**src/rtl/decode_pkg.sv**
```systemverilog
// Shared definitions for the 16-bit CPU decode stage: opcode and ALU encodings
// plus helpers that locate each instruction field from INSTR_W and REG_ADDR_W.
// Instruction layout, MSB first: {op, setcc, rD, rA, rB/imm}. The immediate
// occupies the low bits, and rB sits at the top of the immediate field.
package decode_pkg;

   localparam int OP_W = 4;

   typedef enum logic [3:0] {
      OP_ADD     = 4'h0,
      OP_ADDI    = 4'h1,
      OP_MOV     = 4'h2,
      OP_MOVI    = 4'h3,
      OP_SUB     = 4'h4,
      OP_SUBI    = 4'h5,
      OP_SHL     = 4'h6,
      OP_SHLI    = 4'h7,
      OP_SHLR    = 4'h8,
      OP_SHLRI   = 4'h9,
      OP_AND     = 4'hA,
      OP_ANDI    = 4'hB,
      OP_OR      = 4'hC,
      OP_ORI     = 4'hD,
      OP_NOT     = 4'hE,
      OP_ILLEGAL = 4'hF
   } opcode_e;

   typedef enum logic [2:0] {
      ALU_NOP  = 3'd0,
      ALU_ADD  = 3'd1,
      ALU_SUB  = 3'd2,
      ALU_SHL  = 3'd3,
      ALU_SHLR = 3'd4,
      ALU_AND  = 3'd5,
      ALU_OR   = 3'd6,
      ALU_NOT  = 3'd7
   } aluop_e;

   function automatic int opLsb(input int instrW);
      return instrW - OP_W;
   endfunction

   function automatic int setccBit(input int instrW);
      return instrW - OP_W - 1;
   endfunction

   function automatic int rdLsb(input int instrW, input int regW);
      return instrW - OP_W - 1 - regW;
   endfunction

   function automatic int raLsb(input int instrW, input int regW);
      return instrW - OP_W - 1 - 2 * regW;
   endfunction

   function automatic int immWidth(input int instrW, input int regW);
      return instrW - OP_W - 1 - 2 * regW;
   endfunction

   function automatic int rbLsb(input int instrW, input int regW);
      return immWidth(instrW, regW) - regW;
   endfunction

endpackage

```
**src/rtl/decode_scoreboard.sv**
```systemverilog
// Register scoreboard for the decode stage. Tracks destination registers of
// issued-but-not-retired writes and flags a hazard when the incoming
// instruction reads or rewrites one of them, or the register of the bundle
// currently held in the output stage.
module decode_scoreboard
#(
   parameter int REG_ADDR_W = 3
)(
   input  logic                  i_clk,
   input  logic                  i_rst,
   input  logic                  i_issue,
   input  logic [REG_ADDR_W-1:0] i_issueRd,
   input  logic                  i_wbValid,
   input  logic [REG_ADDR_W-1:0] i_wbRd,
   input  logic                  i_inValid,
   input  logic                  i_useRa,
   input  logic [REG_ADDR_W-1:0] i_ra,
   input  logic                  i_useRb,
   input  logic [REG_ADDR_W-1:0] i_rb,
   input  logic                  i_useRd,
   input  logic [REG_ADDR_W-1:0] i_rd,
   input  logic                  i_heldValid,
   input  logic [REG_ADDR_W-1:0] i_heldRd,
   output logic                  o_hazard
);

   localparam int NREG = 2 ** REG_ADDR_W;

   logic [NREG-1:0] r_pending;
   logic [NREG-1:0] w_setMask;
   logic [NREG-1:0] w_clrMask;
   logic [NREG-1:0] w_blocked;

   // Build set/clear masks and compare the incoming specifiers against the
   // registered pending set plus the held writer; writeback is not bypassed.
   always_comb begin
      w_setMask = '0;
      w_clrMask = '0;
      w_blocked = r_pending;
      if (i_issue) w_setMask[i_issueRd] = 1'b1;
      if (i_wbValid) w_clrMask[i_wbRd] = 1'b1;
      if (i_heldValid) w_blocked[i_heldRd] = 1'b1;
      o_hazard = i_inValid &&
                 ((i_useRa && w_blocked[i_ra]) ||
                  (i_useRb && w_blocked[i_rb]) ||
                  (i_useRd && w_blocked[i_rd]));
   end

   // Pending update: a new issue to a register beats a retire of that register.
   always_ff @(posedge i_clk) begin
      if (i_rst) r_pending <= '0;
      else       r_pending <= (r_pending & ~w_clrMask) | w_setMask;
   end

endmodule

```
**src/rtl/decode_stage.sv**
```systemverilog
// Registered instruction-decode stage with valid/ready on both sides,
// illegal-opcode flagging and flush. Defining DECODE_SCOREBOARD_EN adds the
// register scoreboard that stalls on RAW/WAW hazards; without it busy is 0
// and the writeback inputs are ignored.
module decode_stage
#(
   parameter int INSTR_W    = 16,
   parameter int REG_ADDR_W = 3,
   parameter int DATA_W     = 16
)(
   input  logic                  clk,
   input  logic                  rst,
   input  logic                  in_valid,
   output logic                  in_ready,
   input  logic [INSTR_W-1:0]    in_instr,
   output logic                  out_valid,
   input  logic                  out_ready,
   output logic                  out_unary,
   output logic                  out_imm,
   output logic                  out_setcc,
   output logic                  out_wben,
   output logic [2:0]            out_aluop,
   output logic [REG_ADDR_W-1:0] out_rd,
   output logic [REG_ADDR_W-1:0] out_ra,
   output logic [REG_ADDR_W-1:0] out_rb,
   output logic [DATA_W-1:0]     out_immval,
   output logic                  out_illegal,
   input  logic                  flush,
   input  logic                  wb_valid,
   input  logic [REG_ADDR_W-1:0] wb_rd,
   output logic                  busy
);

   import decode_pkg::*;

   localparam int IMM_W     = immWidth(INSTR_W, REG_ADDR_W);
   localparam int OP_LSB    = opLsb(INSTR_W);
   localparam int SETCC_BIT = setccBit(INSTR_W);
   localparam int RD_LSB    = rdLsb(INSTR_W, REG_ADDR_W);
   localparam int RA_LSB    = raLsb(INSTR_W, REG_ADDR_W);
   localparam int RB_LSB    = rbLsb(INSTR_W, REG_ADDR_W);

   opcode_e               w_op;
   aluop_e                w_aluOp;
   logic                  w_illegal;
   logic                  w_unary;
   logic                  w_imm;
   logic                  w_setcc;
   logic                  w_wben;
   logic [REG_ADDR_W-1:0] w_rd;
   logic [REG_ADDR_W-1:0] w_ra;
   logic [REG_ADDR_W-1:0] w_rb;
   logic [DATA_W-1:0]     w_immVal;
   logic                  w_useRa;
   logic                  w_useRb;
   logic                  w_hazard;
   logic                  w_inReady;
   logic                  w_accept;
   logic                  w_issue;

   logic                  r_outValid;
   logic                  r_unary;
   logic                  r_imm;
   logic                  r_setcc;
   logic                  r_wben;
   logic [2:0]            r_aluOp;
   logic [REG_ADDR_W-1:0] r_rd;
   logic [REG_ADDR_W-1:0] r_ra;
   logic [REG_ADDR_W-1:0] r_rb;
   logic [DATA_W-1:0]     r_immVal;
   logic                  r_illegal;

   // Decode the incoming instruction; undefined opcodes carry only the
   // illegal flag and every unused field is forced to zero.
   always_comb begin
      w_op      = opcode_e'(in_instr[OP_LSB +: OP_W]);
      w_aluOp   = ALU_NOP;
      w_illegal = 1'b0;
      w_unary   = 1'b0;
      w_imm     = 1'b0;
      w_setcc   = 1'b0;
      w_wben    = 1'b0;
      w_rd      = '0;
      w_ra      = '0;
      w_rb      = '0;
      w_immVal  = '0;
      w_useRa   = 1'b0;
      w_useRb   = 1'b0;
      if (w_op == OP_ILLEGAL) begin
         w_illegal = 1'b1;
      end else begin
         w_imm   = in_instr[OP_LSB];
         w_setcc = in_instr[SETCC_BIT];
         w_wben  = 1'b1;
         w_rd    = in_instr[RD_LSB +: REG_ADDR_W];
         w_ra    = in_instr[RA_LSB +: REG_ADDR_W];
         w_unary = (w_op == OP_MOV) || (w_op == OP_MOVI) || (w_op == OP_NOT);
         case (w_op)
            OP_ADD, OP_ADDI, OP_MOV, OP_MOVI: w_aluOp = ALU_ADD;
            OP_SUB, OP_SUBI:                  w_aluOp = ALU_SUB;
            OP_SHL, OP_SHLI:                  w_aluOp = ALU_SHL;
            OP_SHLR, OP_SHLRI:                w_aluOp = ALU_SHLR;
            OP_AND, OP_ANDI:                  w_aluOp = ALU_AND;
            OP_OR, OP_ORI:                    w_aluOp = ALU_OR;
            OP_NOT:                           w_aluOp = ALU_NOT;
            default:                          w_aluOp = ALU_NOP;
         endcase
         if (w_imm) w_immVal[IMM_W-1:0] = in_instr[IMM_W-1:0];
         else       w_rb = in_instr[RB_LSB +: REG_ADDR_W];
         w_useRa = (w_op != OP_MOVI);
         w_useRb = !w_imm && !w_unary;
      end
   end

   assign w_inReady = !flush && !w_hazard && (!r_outValid || out_ready);
   assign w_accept  = in_valid && w_inReady;
   assign w_issue   = r_outValid && out_ready;

`ifdef DECODE_SCOREBOARD_EN
   decode_scoreboard #(
      .REG_ADDR_W (REG_ADDR_W)
   ) u_scoreboard (
      .i_clk       (clk),
      .i_rst       (rst),
      .i_issue     (w_issue && r_wben),
      .i_issueRd   (r_rd),
      .i_wbValid   (wb_valid),
      .i_wbRd      (wb_rd),
      .i_inValid   (in_valid),
      .i_useRa     (w_useRa),
      .i_ra        (w_ra),
      .i_useRb     (w_useRb),
      .i_rb        (w_rb),
      .i_useRd     (w_wben),
      .i_rd        (w_rd),
      .i_heldValid (r_outValid && r_wben),
      .i_heldRd    (r_rd),
      .o_hazard    (w_hazard)
   );
`else
   logic w_unusedScoreboard;
   assign w_unusedScoreboard = ^{wb_valid, wb_rd, w_useRa, w_useRb, w_issue};
   assign w_hazard = 1'b0;
`endif

   // Output register: reset clears everything, flush drops the held bundle,
   // an accepted instruction loads, and an issue with nothing behind it empties.
   always_ff @(posedge clk) begin
      if (rst) begin
         r_outValid <= 1'b0;
         r_unary    <= 1'b0;
         r_imm      <= 1'b0;
         r_setcc    <= 1'b0;
         r_wben     <= 1'b0;
         r_aluOp    <= '0;
         r_rd       <= '0;
         r_ra       <= '0;
         r_rb       <= '0;
         r_immVal   <= '0;
         r_illegal  <= 1'b0;
      end else if (flush) begin
         r_outValid <= 1'b0;
      end else if (w_accept) begin
         r_outValid <= 1'b1;
         r_unary    <= w_unary;
         r_imm      <= w_imm;
         r_setcc    <= w_setcc;
         r_wben     <= w_wben;
         r_aluOp    <= w_aluOp;
         r_rd       <= w_rd;
         r_ra       <= w_ra;
         r_rb       <= w_rb;
         r_immVal   <= w_immVal;
         r_illegal  <= w_illegal;
      end else if (out_ready) begin
         r_outValid <= 1'b0;
      end
   end

   assign in_ready    = w_inReady;
   assign busy        = w_hazard;
   assign out_valid   = r_outValid;
   assign out_unary   = r_unary;
   assign out_imm     = r_imm;
   assign out_setcc   = r_setcc;
   assign out_wben    = r_wben;
   assign out_aluop   = r_aluOp;
   assign out_rd      = r_rd;
   assign out_ra      = r_ra;
   assign out_rb      = r_rb;
   assign out_immval  = r_immVal;
   assign out_illegal = r_illegal;

endmodule

```
**config.mk**
```make
export PLATFORM = sky130hd
export DESIGN_NAME = decode_stage
export DESIGN_NICKNAME = d
export VERILOG_FILES = /design/src/rtl/decode_pkg.sv /design/src/rtl/decode_scoreboard.sv /design/src/rtl/decode_stage.sv
export SDC_FILE = /design/constraint.sdc
export NUM_CORES = 1
export LEC_CHECK = 0
export CAP_MARGIN = 20
export CORE_MARGIN = 10
export CORE_UTILIZATION = 30
export DETAILED_ROUTE_END_ITERATION = 16
export PLACE_DENSITY = 0.67
export SLEW_MARGIN = 10
export SYNTH_ARGS = -nofsm -noshare
export SYNTH_HDL_FRONTEND = slang
export SYNTH_SLANG_ARGS = --single-unit
```
**constraint.sdc**
```tcl
create_clock -name clk -period 1.1 [get_ports clk]
set_input_delay 0.165 -clock clk [delete_from_list [all_inputs] [get_ports clk]]
set_output_delay 0.165 -clock clk [all_outputs]
set_load 0.1 [all_outputs]
```
# Word level (Yosys, flattened, before mapping)
# Memories as Yosys holds them, arrays and structs flattened.
# Index checks and enable logic that the tools add are counted.
totals:
  register_bits: 23
  rom_bits: 48
  memories: 1
  wordCells: 41
mem_list:
  columns: ["memory", "depth", "word_bits", "rd", "rd_ports_with_merged_regs", "write_ports", "line", "source"]
  rows:
  - ["(name not given)", 16, 3, 1, 0, 0, "decode_stage.sv:98", "case (w_op)"]
op_classes:
  n_reduce_logical: 10
  eq_ne: 4
  n_bitwise: 1
  mux: 14
ops:
  columns: ["cell", "count"]
  rows:
  - ["3-bit two-way mux", 5]
  - ["5-bit two-way mux", 2]
  - ["4-bit by 2-bit equality test with 1-bit output, second input constant", 2]
  - ["4-bit equality test, second input constant", 2]
  - ["1-bit two-way mux", 7]
  - ["1-bit logical OR", 3]
  - ["1-bit logical AND", 2]
  - ["1-bit logical NOT", 2]
  - ["2-bit AND reduction", 1]
  - ["2-bit nonzero test", 1]
  - ["2-bit OR reduction", 1]
  - ["1-bit NOT", 1]

# Depth between registers and ports, before layout
depth:
  depth_word: 5
  depth_mapped: 5
  mapped_depth_nobuf: 3

# Worst setup path after synthesis
# OpenSTA, ideal clock, no wires.
synth_path:
  path_type: "reg2out"
  start: "register r_outValid, in the netlist out_valid"
  end: "output in_ready"
  path_slack_ns: -1.560
  path_buffers: 2
  t_arrival_ns: 2.495
  stages_incl_launch_ff: 5
  cell_sequence: "dfxtp_1 -> nor2b_1 -> buf_2 -> buf_2 -> nor2_1"
synth_between:
  elab_chain_len: 3
synth_lines:
  columns: ["item", "line", "source"]
  rows:
  - ["start, declared", "decode_stage.sv:61", "logic r_outValid;"]
  - ["start signal, assigned", "decode_stage.sv:150", "r_outValid <= 1'b0;"]
  - ["start signal, assigned", "decode_stage.sv:162", "r_outValid <= 1'b0;"]
  - ["start signal, assigned", "decode_stage.sv:164", "r_outValid <= 1'b1;"]
  - ["1-bit logical NOT", "decode_stage.sv:115", "assign w_inReady = !flush && !w_hazard && (!r_outValid || out_ready);"]
  - ["1-bit logical OR", "decode_stage.sv:115", null]
  - ["1-bit logical AND", "decode_stage.sv:115", null]
  - ["end, declared", "decode_stage.sv:14", "output logic in_ready,"]
# No other way between the ends.

# Final worst setup path
# Ends and elaborated chain as after synthesis.

==> reports/results.tsv <==
stage	metric	value	unit
die	die-height	80.3	um
power	p_leak	0.771	nW
synth	synth_fa_ha_area_frac	0	
worst_setup_path	reg2regPathDepth	4	
timing	skew	0.00504	ns
routing	route.met2.wl	1760	um
placed_design	dp_cells	223	
die	start_util	0.319	
synth	avgSynthCellArea	8.52	um^2
cells_and_area	fillers	269	
timing	hold_violations	0	
routing	vias	1152	
die	die_x	80.3	um
worst_setup_path	crit_path_start	out_valid	
synth	yosys.area_share.simple	0.221	
routing	drtPass1Iterations	4	
cells_and_area	drive_gt1_frac	0.448	
worst_setup_path	path_cells	nor2b_4, nor2_4, buf_12	
clocking	postCtsHoldBufs	0	
routing	drc	0	
synth	async_flop_share	0	
timing	slew_viol_final	0	
cells_and_area	fin_util	0.599	
synth	synthCells	128	
power	switching_power	0.890	mW
power	p_total	2.19	mW
synth	synthTopCellsByArea	dfxtp_1 (42%), nand4_1 (8.6%), buf_4 (8.3%)	
die	die_area	6450	um^2
synth	ys.flop_type	dfxtp_1	
worst_setup_path	path_buf_inv	1	
routing	drt_iter0_markers	166	
placed_design	dpl_worst_slack	-0.479	ns
cells_and_area	area_delta_synth_final	87.4	%
cells_and_area	finalNonFillerCells	230	
clocking	cts-htree-levels	1	
routing	routed-wl-met3	388	um
die	core_region_area	3420	um^2
timing	fin_ws	-0.153	ns
worst_setup_path	endpoint_kind	output pin	
power	p_sw_frac	0.407	
synth	synthesis.area	1090	um^2
routing	wl_per_cell	16.1	um
grt	grt_pass1_vias	1099	
power	cellPowerDensity	1070	nW/um^2
cells_and_area	multi_input_area	574	um^2
placed_design	gp_congestion	0.888	
clocking	clk_latency	0.32	ns
die	io_pins	61	
status	status	finished, violations left	
worst_setup_path	critPathTopFamily	flip-flops	
timing	setup_viol	9	
worst_setup_path	reg2reg_to	out_wben	
clocking	cts_root_buffer	clkbuf_4	
clocking	cts-buffers-inserted	3	
worst_setup_path	reg2reg_from	out_valid	
worst_setup_path	regToRegSetupSlack	-0.12	ns
min_path	hp-class	in -> reg	
synth	synth-xor-area-share	0	
timing	fin_crit_sh	1.14	
synth	synth_top_area_share	0.422	
timing	setup_tns	-0.502	ns
synth	yosys_register_bits	23	
worst_setup_path	path_class	reg -> out	
power	clkPwrFrac	0.183	
timing	max_freq	0.798	GHz
routing	ant_nets	0	
grt	grt_usage	0.108	
routing	wl_met1	1440	um
clocking	cts_buffer_depth	2	
power	p_int	1.30	mW
clocking	cts_tree	done	
grt	antenna_found_initial	0	
synth	yosysSeqAreaShare	0.422	
synth	synth_common_cells	dfxtp_1 (23), nand4_1 (15), a21oi_1 (14), o21ai_1 (14), buf_4 (12)	
grt	gr-total-overflow	0	
cells_and_area	regArea	492	um^2
synth	yosysMostFrequentCell	dfxtp_1	
worst_setup_path	crit_path_max_fanout	2	
die	rows	21	
min_path	holdCritStartpoint	in_instr[7]	
clocking	clock-sinks	23	
grt	grt_max_degree	21	
synth	synth_cell_types	26	
run	maxCapViolations	0	
placed_design	numPortBuffers	44	
worst_setup_path	cpPeakStageDelay	0.36	ns
clocking	clk_pin_slew_worst_paths	0.12	ns
status	violations	setup timing	
min_path	hold_end	out_ra[2]	
timing	rsz0062_at_grt	yes	
worst_setup_path	cp.required	0.94	ns
min_path	min_path_cells	3	
synth	synth-compound-area-share	0.209	
synth	synth.area.mux_share	0	
placed_design	dp_hpwl	2890	um
synth	synth_top_family_by_area	simple AND/OR/NAND/NOR gates	
routing	routed_via_density	5.01	
timing	fin_crit	1.25	ns
grt	grt_first_pass_wirelength	5550	um
cells_and_area	final_net_count	209	
synth	synth_edf_count	0	
power	pwr-share-seq	0.415	
routing	wl	3700	um
synth	yosys_warnings	0	
power	ir_worst_vdd	0.546	mV
worst_setup_path	startpoint_type	flip-flop	
worst_setup_path	crit_slowest_cell	dfxtp_4	
routing	top_layer_used	met4	
synth	yosysTopAreaCell	dfxtp_1	
worst_setup_path	arrival	1.09	ns
power	combPwrFrac	0.403	
[power groups by stage]
stage               Combinational [mW]  Sequential (mW)  Clock [mW]
floorplan                        0.344             1.14           0
global placement                 0.843            0.924           0
finish                           0.880            0.906       0.400
CTS                              0.861            0.907       0.413
detailed placement               0.850            0.926           0
global route                     0.913            0.911       0.449
[logic make-up after synthesis]
family                 after synthesis
buffers and inverters               28
AO/OA/AOI/OAI                       39
flip-flops                          23
AND/OR/NAND/NOR                     37
other                                1
[worst max path at each step]
| stage | cells past startpoint | slack, ns | endpoint |
|---|---|---|---|
| finish | 3 | -0.15 | in_ready |
| global route | 3 | -0.19 | in_ready |
| CTS | 3 | -0.17 | in_ready |
| detailed placement | 4 | -0.48 | out_immval[4] |
| global placement | 4 | -0.43 | out_wben |
| floorplan | 4 | -0.44 | in_ready |
[tightest hold or removal path, cell delays in order]
cell and delay [ns]:
clkdlybuf4s50_1 0.40, nand4_1 0.07, a21oi_1 0.06
[registers in the layout (all words and copies together), names as in the netlist]
signal / cells
out_immval: 5
out_aluop: 3
out_ra: 3
out_rb: 3
out_rd: 3
out_illegal: 1
out_imm: 1
out_setcc: 1
out_unary: 1
out_valid: 1
out_wben: 1
[repair_timing]
| item | 4_1_cts | 5_1_grt |
|---|---|---|
| pin swaps | 4 | 1 |
| gates cloned | 0 | 1 |
| gates resized for setup | 8 | 8 |
| buffers inserted | 1 | 0 |
| setup endpoints to repair | 25 | 25 |
[layer usage]
metal	track usage	vias to the layer above
met5	0	-
met3	0.0312	9
met2	0.172	63
li1	-	560
met4	0.0722	0
met1	0.123	520
[layout make-up]
type / count / area share
antenna: 1 / 0.00122
multi-input combinational: 88 / 0.281
tap: 46 / 0.0282
clock buffer: 3 / 0.0110
clock inverter: 1 / 0.00245
timing repair buffer: 62 / 0.425
inverter: 6 / 0.0110
sequential: 23 / 0.241
[placed cells by master (no fill, tap or decap), types with 2 or more instances in the layout]
cell type        count
nor2_1               2
nand4_1             15
clkbuf_4             3
dfxtp_2             22
nor2_4               2
buf_12              26
o32ai_1              2
a21oi_1             14
buf_6                3
o32ai_2              3
inv_1                6
o21ai_1             15
nand3_1              5
conb_1              12
clkdlybuf4s50_1     19
buf_4               12
nand4b_1             3
[stage by stage]
| step | instance area (um^2) | hold slack [ns] |
|---|---|---|
| 6_report | 2040 | 0.400 |
| 5_1_grt | 2040 | 0.404 |
| 4_1_cts | 1980 | 0.389 |
| 3_5_place_dp | 1920 | 0.488 |
| 3_3_place_gp | 1920 | 0.484 |
| 2_1_floorplan | 1180 | 0.234 |
Power figures use the tool's default switching activity.
